[src/rtl/magnitude_peak_detector.sv]
// Two-stage alpha-max-plus-beta-min magnitude estimator with selectable coefficients,
// followed by a framed peak search that reports the largest estimate and its index per block.
module magnitude_peak_detector #(
    parameter int DATA_WIDTH   = 18,
    parameter int BLOCK_LENGTH = 1024,
    parameter int INDEX_WIDTH  = 10
) (
    input  logic                         clock,
    input  logic                         reset,
    input  logic                         enable,
    input  logic [1:0]                   mode,
    input  logic                         dataInValid,
    input  logic signed [DATA_WIDTH-1:0] dataInRe,
    input  logic signed [DATA_WIDTH-1:0] dataInIm,
    output logic                         dataOutValid,
    output logic signed [DATA_WIDTH:0]   dataOut,
    output logic                         peakValid,
    output logic signed [DATA_WIDTH:0]   peakValue,
    output logic [INDEX_WIDTH-1:0]       peakIndex
);

    // state  | meaning
    // IDLE   | no block in progress, waiting for the first valid magnitude
    // TRACK  | scanning a block, running max/idx/count live
    // REPORT | peakValid cycle; a valid magnitude here opens the next block
    typedef enum logic [1:0] {
        IDLE   = 2'd0,
        TRACK  = 2'd1,
        REPORT = 2'd2
    } state_t;

    localparam logic [INDEX_WIDTH-1:0] LAST_IDX = INDEX_WIDTH'(BLOCK_LENGTH - 1);

    logic [DATA_WIDTH-1:0]  re_abs, im_abs;
    logic [DATA_WIDTH-1:0]  s1_re, s1_im;
    logic [1:0]             s1_mode;
    logic                   s1_valid;

    logic [DATA_WIDTH-1:0]  mx, mn, term;
    logic [DATA_WIDTH:0]    mag_next;
    logic [DATA_WIDTH:0]    s2_mag;
    logic                   s2_valid;

    state_t                 state, state_nx;
    logic [DATA_WIDTH:0]    run_max, max_nx, fin_max;
    logic [INDEX_WIDTH-1:0] run_idx, idx_nx, fin_idx;
    logic [INDEX_WIDTH-1:0] count, cnt_nx;
    logic                   peak_pulse, report_nx;
    logic [DATA_WIDTH:0]    peak_value_q, pv_nx;
    logic [INDEX_WIDTH-1:0] peak_index_q, pi_nx;

    // Two's-complement negate wraps the most-negative value onto 2^(DATA_WIDTH-1) unsigned.
    assign re_abs = dataInRe[DATA_WIDTH-1] ? $unsigned(-dataInRe) : $unsigned(dataInRe);
    assign im_abs = dataInIm[DATA_WIDTH-1] ? $unsigned(-dataInIm) : $unsigned(dataInIm);

    always_comb begin
        mx   = (s1_re >= s1_im) ? s1_re : s1_im;
        mn   = (s1_re >= s1_im) ? s1_im : s1_re;
        term = '0;
        case (s1_mode)
            2'd0:    term = mn >> 2;
            2'd1:    term = (mn >> 2) + (mn >> 3);
            2'd2:    term = mn >> 1;
            default: term = '0;
        endcase
        mag_next = {1'b0, mx} + {1'b0, term};
    end

    always_comb begin
        state_nx  = state;
        max_nx    = run_max;
        idx_nx    = run_idx;
        cnt_nx    = count;
        report_nx = 1'b0;
        pv_nx     = peak_value_q;
        pi_nx     = peak_index_q;
        fin_max   = run_max;
        fin_idx   = run_idx;
        if (s2_valid && (s2_mag > run_max)) begin
            fin_max = s2_mag;
            fin_idx = count;
        end
        case (state)
            IDLE, REPORT: begin
                if (s2_valid) begin
                    max_nx   = s2_mag;
                    idx_nx   = '0;
                    cnt_nx   = INDEX_WIDTH'(1);
                    state_nx = TRACK;
                end else begin
                    state_nx = IDLE;
                end
            end
            TRACK: begin
                if (s2_valid) begin
                    max_nx = fin_max;
                    idx_nx = fin_idx;
                    if (count == LAST_IDX) begin
                        report_nx = 1'b1;
                        pv_nx     = fin_max;
                        pi_nx     = fin_idx;
                        cnt_nx    = '0;
                        state_nx  = REPORT;
                    end else begin
                        cnt_nx = count + INDEX_WIDTH'(1);
                    end
                end
            end
            default: state_nx = IDLE;
        endcase
    end

    always_ff @(posedge clock) begin
        if (reset) begin
            s1_re        <= '0;
            s1_im        <= '0;
            s1_mode      <= '0;
            s1_valid     <= 1'b0;
            s2_mag       <= '0;
            s2_valid     <= 1'b0;
            state        <= IDLE;
            run_max      <= '0;
            run_idx      <= '0;
            count        <= '0;
            peak_pulse   <= 1'b0;
            peak_value_q <= '0;
            peak_index_q <= '0;
        end else if (enable) begin
            s1_valid <= dataInValid;
            if (dataInValid) begin
                s1_re   <= re_abs;
                s1_im   <= im_abs;
                s1_mode <= mode;
            end
            s2_valid <= s1_valid;
            if (s1_valid) begin
                s2_mag <= mag_next;
            end
            state        <= state_nx;
            run_max      <= max_nx;
            run_idx      <= idx_nx;
            count        <= cnt_nx;
            peak_pulse   <= report_nx;
            peak_value_q <= pv_nx;
            peak_index_q <= pi_nx;
        end
    end

    // A stall masks the valid strobes; the registered flags survive and reappear on resume.
    assign dataOutValid = s2_valid & enable;
    assign dataOut      = s2_mag;
    assign peakValid    = peak_pulse & enable;
    assign peakValue    = peak_value_q;
    assign peakIndex    = peak_index_q;

endmodule

[config.mk]
export PLATFORM = sky130hd
export DESIGN_NAME = magnitude_peak_detector
export DESIGN_NICKNAME = d
export VERILOG_FILES = /design/src/rtl/magnitude_peak_detector.sv
export SDC_FILE = /design/constraint.sdc
export NUM_CORES = 1
export LEC_CHECK = 0
export CORE_MARGIN = 3
export CORE_UTILIZATION = 30
export CTS_CLUSTER_SIZE = 8
export DETAILED_ROUTE_END_ITERATION = 12
export REMOVE_ABC_BUFFERS = 1
export SKIP_LAST_GASP = 1
export SLEW_MARGIN = 25
export SYNTH_ARGS = -nofsm -noshare
export SYNTH_HDL_FRONTEND = slang
export SYNTH_SLANG_ARGS = --single-unit
[constraint.sdc]
create_clock -name clock -period 13.65 [get_ports clock]
set_input_delay 2.73 -clock clock [delete_from_list [all_inputs] [get_ports clock]]
set_output_delay 2.73 -clock clock [all_outputs]
set_load 0.03 [all_outputs]
==> flow_summary.toml, run 1 <==
[outcome]
status = "completed"

[floorplanning]
boundaryPins = 92
fp.dieW_um = 175
initial_core_util_pct = 30.8
fp.coreArea_um2 = 28000
die_area_um2 = 30800
die_h_um = 175
num_rows = 61

[min_path]
hold_depth = 2
hold_class = "register to register"
min_from = "s1_re[0]$_SDFFE_PP0P_"
whs_endpoint = "s1_re[0]$_SDFFE_PP0P_"

[timing]
worstMarginPinSlew_ps = 858
hold_ws_ps = 456
timing.setup.tns_ps = 0
drv_slew = 0
fin_crit_sh_pct = 56.6
finalClockSkew_ps = 11.8
fmax_mhz = 129
finalHoldViolCount = 0
relSlewSlack_pct = 42.8
report.final.setup_viol = 0
rsz0062_at_grt = "false"
period_needed_ps = 7730

[final_layout]
final_util_pct = 37.3
multi_input_area_um2 = 5560
diodes = 0
num-fill-cells = 2922
nNetsFinal = 1236
area_growth_pct = 21.2
seqCellArea_um2 = 2600
final_cell_mix = "dfxtp_1 (130), nor2_1 (111), nand2_1 (103)"
drive_gt1_share_pct = 6.19
mostFrequentLayoutCell = "dfxtp_1"

[cts]
clk_latency_ps = 430
cts_root_buf = "clkbuf_16"
cts_max_level = 4
clk_path_buf_depth = 2
cts_sinks = 130
clkTransAtPathRegs_ps = 60
holdBufCountCts = 0
tritoncts = "done"
post_cts_buffers = 0
post_cts_resized = 0
cts-buffers-inserted = 17

[critical_path]
critical_path.max_stage_delay_ps = 830
r2r_start = "s1_im[17]$_SDFFE_PP0P_"
rrSetupSlack_ps = 7440
r2r_cells = 28
cp.required_ps = 10920
crit_path_end_kind = "output pin"
critPathMaxFanout = 24
critPathLaunchType = "input pin"
crit_arrival_ps = 5000
path_cells = "clkdlybuf4s50_1 > nand2_1 > inv_1 > clkdlybuf4s50_1"
slowest_stage = "clkdlybuf4s50_1"
cpMostUsedCell = "clkdlybuf4s50_1"
crit_type = "input pin to output pin"
rr_endpoint = "dataOut[17]$_SDFFE_PP0P_"

[grt]
antenna_found_initial = 0
grt_first_pass_wirelength_um = 35600
grt_pass1_vias = 7116
overflow = 0
grtUsageTotal_pct = 13.9
grt_start_max_net_pins = 70

[synthesis]
syn_area_um2 = 8620
async_reset_ff_share_pct = 0
synth-seq-cells = 130
synth.distinct_cells = 54
synth_edf_count = 0
ys_seq_area_share_pct = 30.2
yosysWarnings = 0
synthCells = 1062
syn_avg_cell_area_um2 = 8.11
ys_dominant_reg_cell = "dfxtp_1"

[detailed_routing]
drc_errors = 0
drtIter0Drc = 490
dr_total_vias = 7596
wl_per_cell_um = 14.2
antenna_left = 0
dr.pass1.iters = 5
wirelength_um = 21500
vias_per_cell = 5.03

[placed_design]
gp_congestion = 0.887
dp_hpwl_um = 15800
io_buffers = 91

[pwr]
power_density_nw_per_um2 = 106
p_leak_nw = 3.92
vdd_drop_max_mv = 0.0879

[flow_run]
drv_cap = 0
==> metrics by stage <==
step,power (mW),std cells,cell area [µm²],setup slack [ps]
after floorplan,0.597,1000,8380,7600
after detailed placement,0.673,1477,9860,5930
after CTS,1.12,1509,10400,5920
after global placement,0.670,1476,9830,5980
final,1.11,1509,10400,5920
after global routing,1.17,1509,10400,5800
==> Yosys cell counts, types with 28 or more instances <==
library cell  instances  area, µm²
nand4_1              28        175
a21oi_1              69        345
ha_1                 74        926
dfxtp_1             130       2600
o21ai_0              48        240
nor2_1              113        424
mux2i_1              38        380
clkbuf_1             50        188
a211oi_1             65        488
xor2_1               40        350
nand2_1             103        387
inv_1                65        244
==> cell type report <==
cell class                 count  share of cell area, %
clock buffer                  17                   4.08
clock inverter                15                   1.39
inverter                      65                   2.34
multi-input combinational    805                   53.3
sequential                   130                   24.9
tap                          378                   4.53
timing repair buffer          99                   9.47
==> routing by layer <==
layer	part of all wire, %	GRT usage (%)	vias up	wire length [µm]
li1	-	-	3981	-
met1	51	19.3	3431	10900
met4	1.2	3.73	0	267
met5	0	0	-	0
met3	4.2	2.42	23	907
met2	44	22.4	161	9410
==> worst max-delay path, delay by kind of cell <==
family	cells	cell delay, ps
AND/OR/NAND/NOR	1	170
buffers and inverters	3	2090
==> registers in the layout, indices dropped and copies added (netlist names) <==
| name | flops |
|---|---|
| dataOut | 19 |
| s1_mode | 2 |
| run_max | 19 |
| s1_valid | 1 |
| peakValue | 19 |
| count | 10 |
| run_idx | 10 |
| s1_im | 18 |
| state | 2 |
| s1_re | 18 |
| peak_pulse | 1 |
| s2_valid | 1 |
| peakIndex | 10 |
==> cell families (layout without fill, tap and decap cells) <==
logic type,count (synthesis),in the layout,share of synthesized area [%]
fa+ha+maj,76,76,11.2
xor+xnor,57,57,5.79
simple gates,313,313,16.4
compound gates,305,305,24.3
mux,54,54,6.51
flops,130,130,30.2
buf+inv,127,196,5.62
==> where the power goes <==
part,total [mW],switching (mW),internal (mW),leakage [nW]
Combinational,0.267,0.156,0.111,2.60
Sequential,0.401,0.0122,0.389,1.05
Clock,0.442,0.202,0.240,0.268
Total,1.11,0.370,0.741,3.92
==> worst max path at each step <==
stage / start / endpoint
after floorplan: enable / dataOutValid
after CTS: enable / dataOutValid
after detailed placement: enable / dataOutValid
after global placement: enable / dataOutValid
after global routing: enable / dataOutValid
final: enable / dataOutValid
Power figures use the tool's default switching activity.
==> inputs of run 2 (changes only) <==
Clock period 13.65 ns to 6.45 ns, I/O delays scaled along.
==> flow_summary.toml, run 2 (synthesis results as in run 1) <==
[outcome]
status = "completed"

[placed_design]
gp_congestion = 0.880
dp_hpwl_um = 16400
io_buffers = 91

[timing]
finalHoldViolCount = 0
period_needed_ps = 5940
finalClockSkew_ps = 8.90
fin_crit_sh_pct = 92.1
worstMarginPinSlew_ps = 858
timing.setup.tns_ps = 0
rsz0062_at_grt = "false"
report.final.setup_viol = 0
fmax_mhz = 168
relSlewSlack_pct = 42.2
drv_slew = 0

[critical_path]
cp.required_ps = 6730
crit_arrival_ps = 6220
critPathMaxFanout = 37
crit_path_end_kind = "register"
critPathLaunchType = "register"
crit_type = "register to register"

[grt]
grt_start_max_net_pins = 70
overflow = 0
grt_pass1_vias = 7080
grt_first_pass_wirelength_um = 36200
grtUsageTotal_pct = 14.2
antenna_found_initial = 0

[floorplanning]
num_rows = 61
fp.dieW_um = 175
die_h_um = 175
fp.coreArea_um2 = 28000
boundaryPins = 92
die_area_um2 = 30800
initial_core_util_pct = 30.8

[pwr]
seq_power_share_pct = 35.1
p_int_mw = 1.63
power_density_nw_per_um2 = 229
vdd_drop_max_mv = 0.190
power.switching_uw = 789
p_comb_share_pct = 24.6
clockPowerShare_pct = 40.3
total_power_mw = 2.42
swShare_pct = 32.6
p_leak_nw = 3.99

[cts]
cts_root_buf = "clkbuf_16"
clk_path_buf_depth = 2
cts_sinks = 130
cts_max_level = 4
clk_latency_ps = 420
tritoncts = "done"
cts-buffers-inserted = 17
clkTransAtPathRegs_ps = 70

[detailed_routing]
dr.pass1.iters = 5
drc_errors = 0
antenna_left = 0
drtIter0Drc = 453
vias_per_cell = 5.01
dr_total_vias = 7606
wl_per_cell_um = 14.6
wirelength_um = 22100

[final_layout]
nNetsFinal = 1244
area_growth_pct = 22.3
mostFrequentLayoutCell = "dfxtp_1"
drive_gt1_share_pct = 6.94
num-fill-cells = 2891
final_cell_mix = "dfxtp_1 (130), nor2_1 (111), nand2_1 (103)"
diodes = 0
seqCellArea_um2 = 2600
multi_input_area_um2 = 5570

[flow_run]
drv_cap = 0

[min_path]
hold_class = "register to register"
[run 2: cell types whose count changed in the layout (fill, tap and decap cells not counted), sizes merged]
cell	before	now
buf	9	17
bufinv	0	1
inv	71	74
clkinv	5	4
clkinvlp	4	1
[run 2: per-stage QoR]
stage	cells	util [%]	cell area, µm²	hold WS [ps]	setup slack [ps]
finish	1517	37.6	10500	469	509
global route	1517	37.6	10500	491	19.4
CTS	1513	37.5	10500	473	314
detailed placement	1481	35.4	9900	461	323
global placement	1480	35.3	9870	449	446
floorplan	1000	-	8380	430	416
[run 2: power by group through the flow]
stage               combinational (mW)  clock [mW]  sequential, mW
floorplan                        0.396           0           0.868
global placement                 0.575           0           0.865
detailed placement               0.575           0           0.866
CTS                              0.582        1.00           0.848
global route                     0.662        1.04           0.851
finish                           0.594       0.975           0.848
[run 2: final cells by class]
class	count	area share, %
clock inverter	15	1.59
sequential	130	24.7
timing repair buffer	107	10.1
inverter	65	2.32
multi-input combinational	805	52.8
tap	378	4.49
clock buffer	17	4.04
[run 2: path summary, 6_finish.rpt]
check                                 from                       end  slack [ps]  cells after the start
setup / recovery     s1_im[8]$_SDFFE_PP0P_  dataOut[17]$_SDFFE_PP0P_         510                     25
setup reg to reg     s1_im[8]$_SDFFE_PP0P_  dataOut[17]$_SDFFE_PP0P_         510                     25
hold / removal    run_max[16]$_SDFFE_PP0P_  run_max[16]$_SDFFE_PP0P_         470                      2
hold reg to reg   run_max[16]$_SDFFE_PP0P_  run_max[16]$_SDFFE_PP0P_         470                      2
[run 2: per-layer routing]
metal / track usage, % / part of all wire, % / vias to the layer above
met5: 0 / 0 / -
met3: 2.20 / 3.5 / 18
met2: 23.4 / 46 / 138
met4: 3.53 / 0.98 / 0
met1: 19.5 / 50 / 3466
li1: - / - / 3984
[run 2: worst max-delay path, cell delays in order (launching register included)]
cell and delay, ps:
dfxtp_1 340, inv_1 80, ha_1 320, a21oi_1 150, nand2_1 70, a221o_1 370
a221oi_4 470, buf_4 220, buf_12 190, o21ai_0 220, ha_1 370, inv_1 60
o21bai_1 140, a21oi_1 140, o31ai_2 330, a21oi_1 170, o2111a_1 260, a211o_1 290
ha_1 370, nand3_1 110, or2_2 310, o21ai_0 180, a31oi_1 140, o21ai_0 220
xor2_1 160, a21oi_1 80
[run 2: what timing repair did]
| action | in CTS | in global routing |
|---|---|---|
| resized for setup | 0 | 1 |
| endpoints found under the setup margin | 0 | 9 |
| buffers inserted | 0 | 4 |
| hold buffers | 0 | 0 |
